==> src/rtl/ldpc15_encoder.sv <==
// ldpc15_encoder: systematic encoder for the (15,7) cyclic EG-LDPC code.
// The message d lands in c[6:0]; parity c[14:7] is grown with the code's
// recurrence c[k+7] = c[k] ^ c[k+1] ^ c[k+3], PAR_PER_CYCLE bits per ENC cycle.
// Optional build macro ENC_SELF_CHECK_EN adds a syndrome check of every
// finished codeword (sticky chk_err) at the cost of one extra cycle of latency.
module ldpc15_encoder #(
    parameter int PAR_PER_CYCLE = 1
) (
    input  logic        clk,
    input  logic        rst_n,
    input  logic        in_valid,
    output logic        in_ready,
    input  logic [6:0]  d,
    output logic        out_valid,
    input  logic        out_ready,
    output logic [14:0] c,
    output logic        busy,
    output logic        chk_err
);

    // Only power-of-two widths that evenly split the 8 parity bits make sense.
    generate
        if (PAR_PER_CYCLE != 1 && PAR_PER_CYCLE != 2 &&
            PAR_PER_CYCLE != 4 && PAR_PER_CYCLE != 8) begin : g_bad_par
            $error("ldpc15_encoder: PAR_PER_CYCLE must be 1, 2, 4 or 8");
        end
    endgenerate

    localparam int         STEPS    = 8 / PAR_PER_CYCLE;
    localparam logic [2:0] LAST_CNT = 3'(STEPS - 1);

    // DONE waits SETTLE_LAST+1 edges before raising out_valid; the extra edge
    // in the self-check build is where the syndrome gets evaluated.
`ifdef ENC_SELF_CHECK_EN
    localparam logic [1:0] SETTLE_LAST = 2'd1;
`else
    localparam logic [1:0] SETTLE_LAST = 2'd0;
`endif

    typedef enum logic [1:0] {
        IDLE,
        ENC,
        DONE
    } state_t;

    state_t      state;
    state_t      state_next;
    logic [2:0]  cnt;
    logic [1:0]  settle;
    logic [14:0] c_step;

    // State register; reset abandons whatever message was in flight.
    always_ff @(posedge clk or negedge rst_n) begin
        if (!rst_n) begin
            state <= IDLE;
        end else begin
            state <= state_next;
        end
    end

    // Next-state logic: accept in IDLE, run STEPS parity cycles, hold in DONE
    // until the consumer takes the codeword.
    always_comb begin
        state_next = state;
        case (state)
            IDLE: if (in_valid) state_next = ENC;
            ENC:  if (cnt == LAST_CNT) state_next = DONE;
            DONE: if (out_valid && out_ready) state_next = IDLE;
            default: state_next = IDLE;
        endcase
    end

    // Moore outputs decoded straight from the state.
    always_comb begin
        in_ready = (state == IDLE);
        busy     = (state != IDLE);
    end

    // One ENC step: the parity bits owned by this cnt value are produced in
    // increasing k, so later bits in the same step see earlier ones already
    // updated (each bit only depends on lower indices).
    always_comb begin
        c_step = c;
        for (int k = 0; k < 8; k++) begin
            if (cnt == 3'(k / PAR_PER_CYCLE)) begin
                c_step[k + 7] = c_step[k] ^ c_step[k + 1] ^ c_step[k + 3];
            end
        end
    end

    // Codeword register, step counter and output-valid handshake bookkeeping.
    always_ff @(posedge clk or negedge rst_n) begin
        if (!rst_n) begin
            c         <= 15'h0000;
            cnt       <= 3'd0;
            settle    <= 2'd0;
            out_valid <= 1'b0;
        end else begin
            case (state)
                IDLE: begin
                    if (in_valid) begin
                        c      <= {8'h00, d};
                        cnt    <= 3'd0;
                        settle <= 2'd0;
                    end
                end
                ENC: begin
                    c <= c_step;
                    if (cnt != LAST_CNT) begin
                        cnt <= cnt + 3'd1;
                    end
                end
                DONE: begin
                    if (out_valid) begin
                        if (out_ready) begin
                            out_valid <= 1'b0;
                        end
                    end else if (settle == SETTLE_LAST) begin
                        out_valid <= 1'b1;
                    end else begin
                        settle <= settle + 2'd1;
                    end
                end
                default: begin
                    out_valid <= 1'b0;
                end
            endcase
        end
    end

`ifdef ENC_SELF_CHECK_EN
    // Full 15-row syndrome: row s checks positions s, s+1, s+3, s+7 (mod 15).
    function automatic logic [14:0] syndrome(input logic [14:0] cw);
        logic [14:0] s;
        s = '0;
        for (int r = 0; r < 15; r++) begin
            s[r] = cw[r] ^ cw[(r + 1) % 15] ^ cw[(r + 3) % 15] ^ cw[(r + 7) % 15];
        end
        return s;
    endfunction

    // Sticky error flag, evaluated once on the first DONE cycle of each codeword.
    always_ff @(posedge clk or negedge rst_n) begin
        if (!rst_n) begin
            chk_err <= 1'b0;
        end else if (state == DONE && !out_valid && settle == 2'd0 &&
                     (|syndrome(c))) begin
            chk_err <= 1'b1;
        end
    end
`else
    assign chk_err = 1'b0;
`endif

endmodule

==> config.mk <==
export PLATFORM = sky130hd
export DESIGN_NAME = ldpc15_encoder
export DESIGN_NICKNAME = d
export VERILOG_FILES = /design/src/rtl/ldpc15_encoder.sv
export SDC_FILE = /design/constraint.sdc
export NUM_CORES = 1
export LEC_CHECK = 0
export CAP_MARGIN = 20
export CORE_UTILIZATION = 53
export DETAILED_ROUTE_END_ITERATION = 8
export GPL_ROUTABILITY_DRIVEN = 0
export GPL_TIMING_DRIVEN = 0
export PLACE_DENSITY = 0.84
export RECOVER_POWER = 50
export SKIP_LAST_GASP = 1
export SLEW_MARGIN = 20
export SYNTH_ARGS = -nofsm -noshare
export SYNTH_HDL_FRONTEND = slang
export SYNTH_SLANG_ARGS = --single-unit
==> constraint.sdc <==
create_clock -name clk -period 3.5 [get_ports clk]
set_clock_uncertainty 0.1 [all_clocks]
set_input_delay 0.7 -clock clk [delete_from_list [all_inputs] [get_ports clk]]
set_output_delay 0.7 -clock clk [all_outputs]
set_load 0.005 [all_outputs]
==> impl_metrics.ini <==
[grt]
largest_net_degree_at_the_start_of_global_routing = 24
antenna_found_initial = 0
first_global_vias = 938
gr-usage-all-layers_pct = 22.2
wire_length_of_the_first_global_routing_pass_um = 4240
globalRoute.totalOverflow = 0

[worst_setup_path]
critPathBufInv = 3
worst_setup_path_endpoint = busy
worst_setup_path_end_kind = output port
worst-r2r-cell-count = 6
critPathLaunchType = register
worst-r2r-setup-slack_ps = 1350
reg2reg_from = cnt[0]$_DFFE_PN0P_
path_cells = clkbuf_1 -> nor2_1 -> inv_1 -> clkdlybuf4s50_1
cpMaxStageDelayCell = sky130_fd_sc_hd__clkdlybuf4s50_1
timing.setup.critical_path_class = register to output port
slowest_delay_ps = 490
worstPathArrival_ps = 1670
critical_path_peak_fanout = 10
worstSetupPathDepth = 4
r2r-end = c[14]$_DFFE_PN0P_
critPathRequiredTime_ps = 2700
critPathTopFamily = buffers and inverters
startpoint = state[0]$_DFFE_PN0P_

[sta]
rsz0062_at_grt = no
tightest_slew_ps = 1210
max_freq_mhz = 405
final_setup_violating_endpoints = 0
setup_tns_ps = 0
finalCritPeriodShare_pct = 70.6
report.final.hold_viol_count = 0
hold-worst-slack_ps = 424
worst_slew_margin_rel_pct = 19.6
finalCriticalPeriod_ps = 2470
final_max_slew_viol_count = 0

[power]
power_report.internal_total_mw = 1.00
p_total_mw = 1.57
ir_worst_vdd_mv = 0.606
power_per_cell_area_nw_per_um2 = 938
sw_frac_of_total_pct = 35.9
net-switching-power_uw = 563
clock_power_share_pct = 8.0
power_frac_comb_pct = 60.7
relative_contribution_of_sequential_cells_to_total_power_pct = 31.4
power_leakage_nw = 0.768

[logic_synthesis]
synth.distinct_cells = 32
postSynth.asyncResetShare_pct = 100
postSynthNetCount = 137
netlist.top_cell.by_area = sky130_fd_sc_hd__dfrtp_1
leading_cell_types_by_total_area_after_synthesis = sky130_fd_sc_hd__dfrtp_1 43%, sky130_fd_sc_hd__mux2_2 6.7%, sky130_fd_sc_hd__ha_1 6.6%, sky130_fd_sc_hd__xor3_1 5.3%, sky130_fd_sc_hd__o21ai_0 4.1%
synth_commonest_cells = 23 x sky130_fd_sc_hd__dfrtp_1, 14 x sky130_fd_sc_hd__nand2_1, 11 x sky130_fd_sc_hd__o21ai_0
ys.warnings.count = 0
mappedNetlistArea_um2 = 1340
sequential_cell_area_fraction_in_the_yosys_report_pct = 43.1
post-synth-top-count-cell = sky130_fd_sc_hd__dfrtp_1
yosys_register_bits = 23
synth_area_per_cell_um2 = 11.2
synthesized_instance_count = 119
ys.flop_type = sky130_fd_sc_hd__dfrtp_1
post_synth_top_area_share_pct = 43.1
synth-edff-count = 0

[route]
starting_drt_drc_count = 21
routedWlPerCell_um = 14.7
vias_per_std_cell = 5.44
antenna_left = 0
dr.pass1.iters = 6
via_count = 974
detail_route.wirelength_um = 2620
drcViolationCount = 0

[cts]
tritoncts = yes
count_of_hold_fix_buffers_inserted_at_cts = 0
cts_inserted_buffers = 3
cts_setup_buffers = 0
cts_resized = 0
insertion_delay_ps = 320
cts.path.max_buffers = 2
cts.reportedPaths.clkPinSlew_ps = 120
ctsRootBufferMaster = sky130_fd_sc_hd__clkbuf_4
number_of_h_tree_levels = 1
tritoncts_num_sinks = 23

[hold_path]
min_path_type = register to register
hold-path-cell-count = 1

[floorplanning]
area_of_the_core_um2 = 2300
start_util_pct = 58.1
num_rows = 17
total_die_area_um2 = 2720
chipHeight_um = 52.2
chipWidth_um = 52.2
ios = 30

[final_layout]
syn_to_final_growth_pct = 25.1
nFillCells = 166
post_route_cells_drive_above_1_share_pct = 11.3
layout.nets = 170
stdcell_count = 179
antenna_cells_inserted = 0
stdcell_area_um2 = 1670

[placed_design]
hpwl_um = 1990
placed_area_um2 = 1650
count_of_input_and_output_buffers = 28
place.detailed.instances = 175

[outcome]
outcome = finished clean

[job]
maxCapViolations = 0
metrics by stage:
| stage | setup WS, ps | util, % |
|---|---|---|
| floorplan | 1530 | - |
| global placement | 1360 | 71.8 |
| detailed placement | 1320 | 71.8 |
| CTS | 1020 | 73.0 |
| global route | 877 | 72.7 |
| finish | 1030 | 72.7 |
state kept, by name, indices dropped and copies added (netlist names):
name	flops
out_valid	1
cnt	3
state	2
settle	2
c	15
power by group through the flow:
stage / Combinational [mW] / Clock (mW) / Sequential (mW)
finish: 0.950 / 0.125 / 0.491
global placement: 0.917 / 0 / 0.490
global route: 1.03 / 0.142 / 0.507
CTS: 0.954 / 0.128 / 0.489
floorplan: 0.637 / 0 / 0.480
detailed placement: 0.951 / 0 / 0.497
how the worst min path moves through the flow:
stage                          start                     to  slack (ps)
2_1_floorplan                  rst_n       c[0]$_DFFE_PN0P_         300
3_5_place_dp       c[14]$_DFFE_PN0P_      c[14]$_DFFE_PN0P_         400
3_3_place_gp       c[11]$_DFFE_PN0P_      c[11]$_DFFE_PN0P_         390
4_1_cts            c[14]$_DFFE_PN0P_      c[14]$_DFFE_PN0P_         430
5_1_grt        settle[1]$_DFFE_PN0P_  settle[1]$_DFFE_PN0P_         460
6_report           c[14]$_DFFE_PN0P_      c[14]$_DFFE_PN0P_         420
logic make-up after synthesis:
logic type	synth area share (%)
and+or+nand+nor	10.4
AOI/OAI and AO/OA	11.6
DFF	43.1
muxes	11.0
buffers and inverters	3.66
xor gates and xnor gates	13.4
adders and majority gates	6.56
other	0.281
metal layers:
layer | wire [um] | up-vias | track usage, %
met5 | 0 | - | 0
met4 | 63 | 0 | 11.8
met3 | 114 | 6 | 2.61
met2 | 1290 | 28 | 36.3
met1 | 1150 | 469 | 28.7
li1 | - | 471 | -
area by class of cell:
cell class                 count  area (um2)  area share, %
multi-input combinational     84         711           42.5
sequential                    23         576           34.5
timing repair buffer          28         274           16.4
tap                           28        35.0           2.10
inverter                       9        33.8           2.02
clock buffer                   4        26.3           1.57
buffer                         3        15.0          0.899
placed cells by master (no fill, tap or decap), types with 2 or more instances in the layout:
cell / Yosys / final
sky130_fd_sc_hd__a21o_1: 2 / 2
sky130_fd_sc_hd__a22o_1: 2 / 2
sky130_fd_sc_hd__a31oi_1: 2 / 2
sky130_fd_sc_hd__clkbuf_1: 2 / 4
sky130_fd_sc_hd__clkbuf_4: 0 / 3
sky130_fd_sc_hd__clkdlybuf4s50_1: 0 / 25
sky130_fd_sc_hd__dfrtp_1: 23 / 23
sky130_fd_sc_hd__dlygate4sd3_1: 0 / 2
sky130_fd_sc_hd__ha_1: 7 / 7
sky130_fd_sc_hd__inv_1: 9 / 9
sky130_fd_sc_hd__mux2_2: 8 / 8
sky130_fd_sc_hd__mux2i_1: 2 / 2
sky130_fd_sc_hd__nand2_1: 14 / 14
sky130_fd_sc_hd__nand2b_1: 3 / 3
sky130_fd_sc_hd__nand3_1: 4 / 4
sky130_fd_sc_hd__nor2_1: 4 / 4
sky130_fd_sc_hd__nor2b_1: 3 / 3
sky130_fd_sc_hd__o21ai_0: 11 / 11
sky130_fd_sc_hd__xnor2_1: 4 / 4
sky130_fd_sc_hd__xnor3_1: 2 / 2
sky130_fd_sc_hd__xor3_1: 3 / 3
Power figures use the tool's default switching activity.
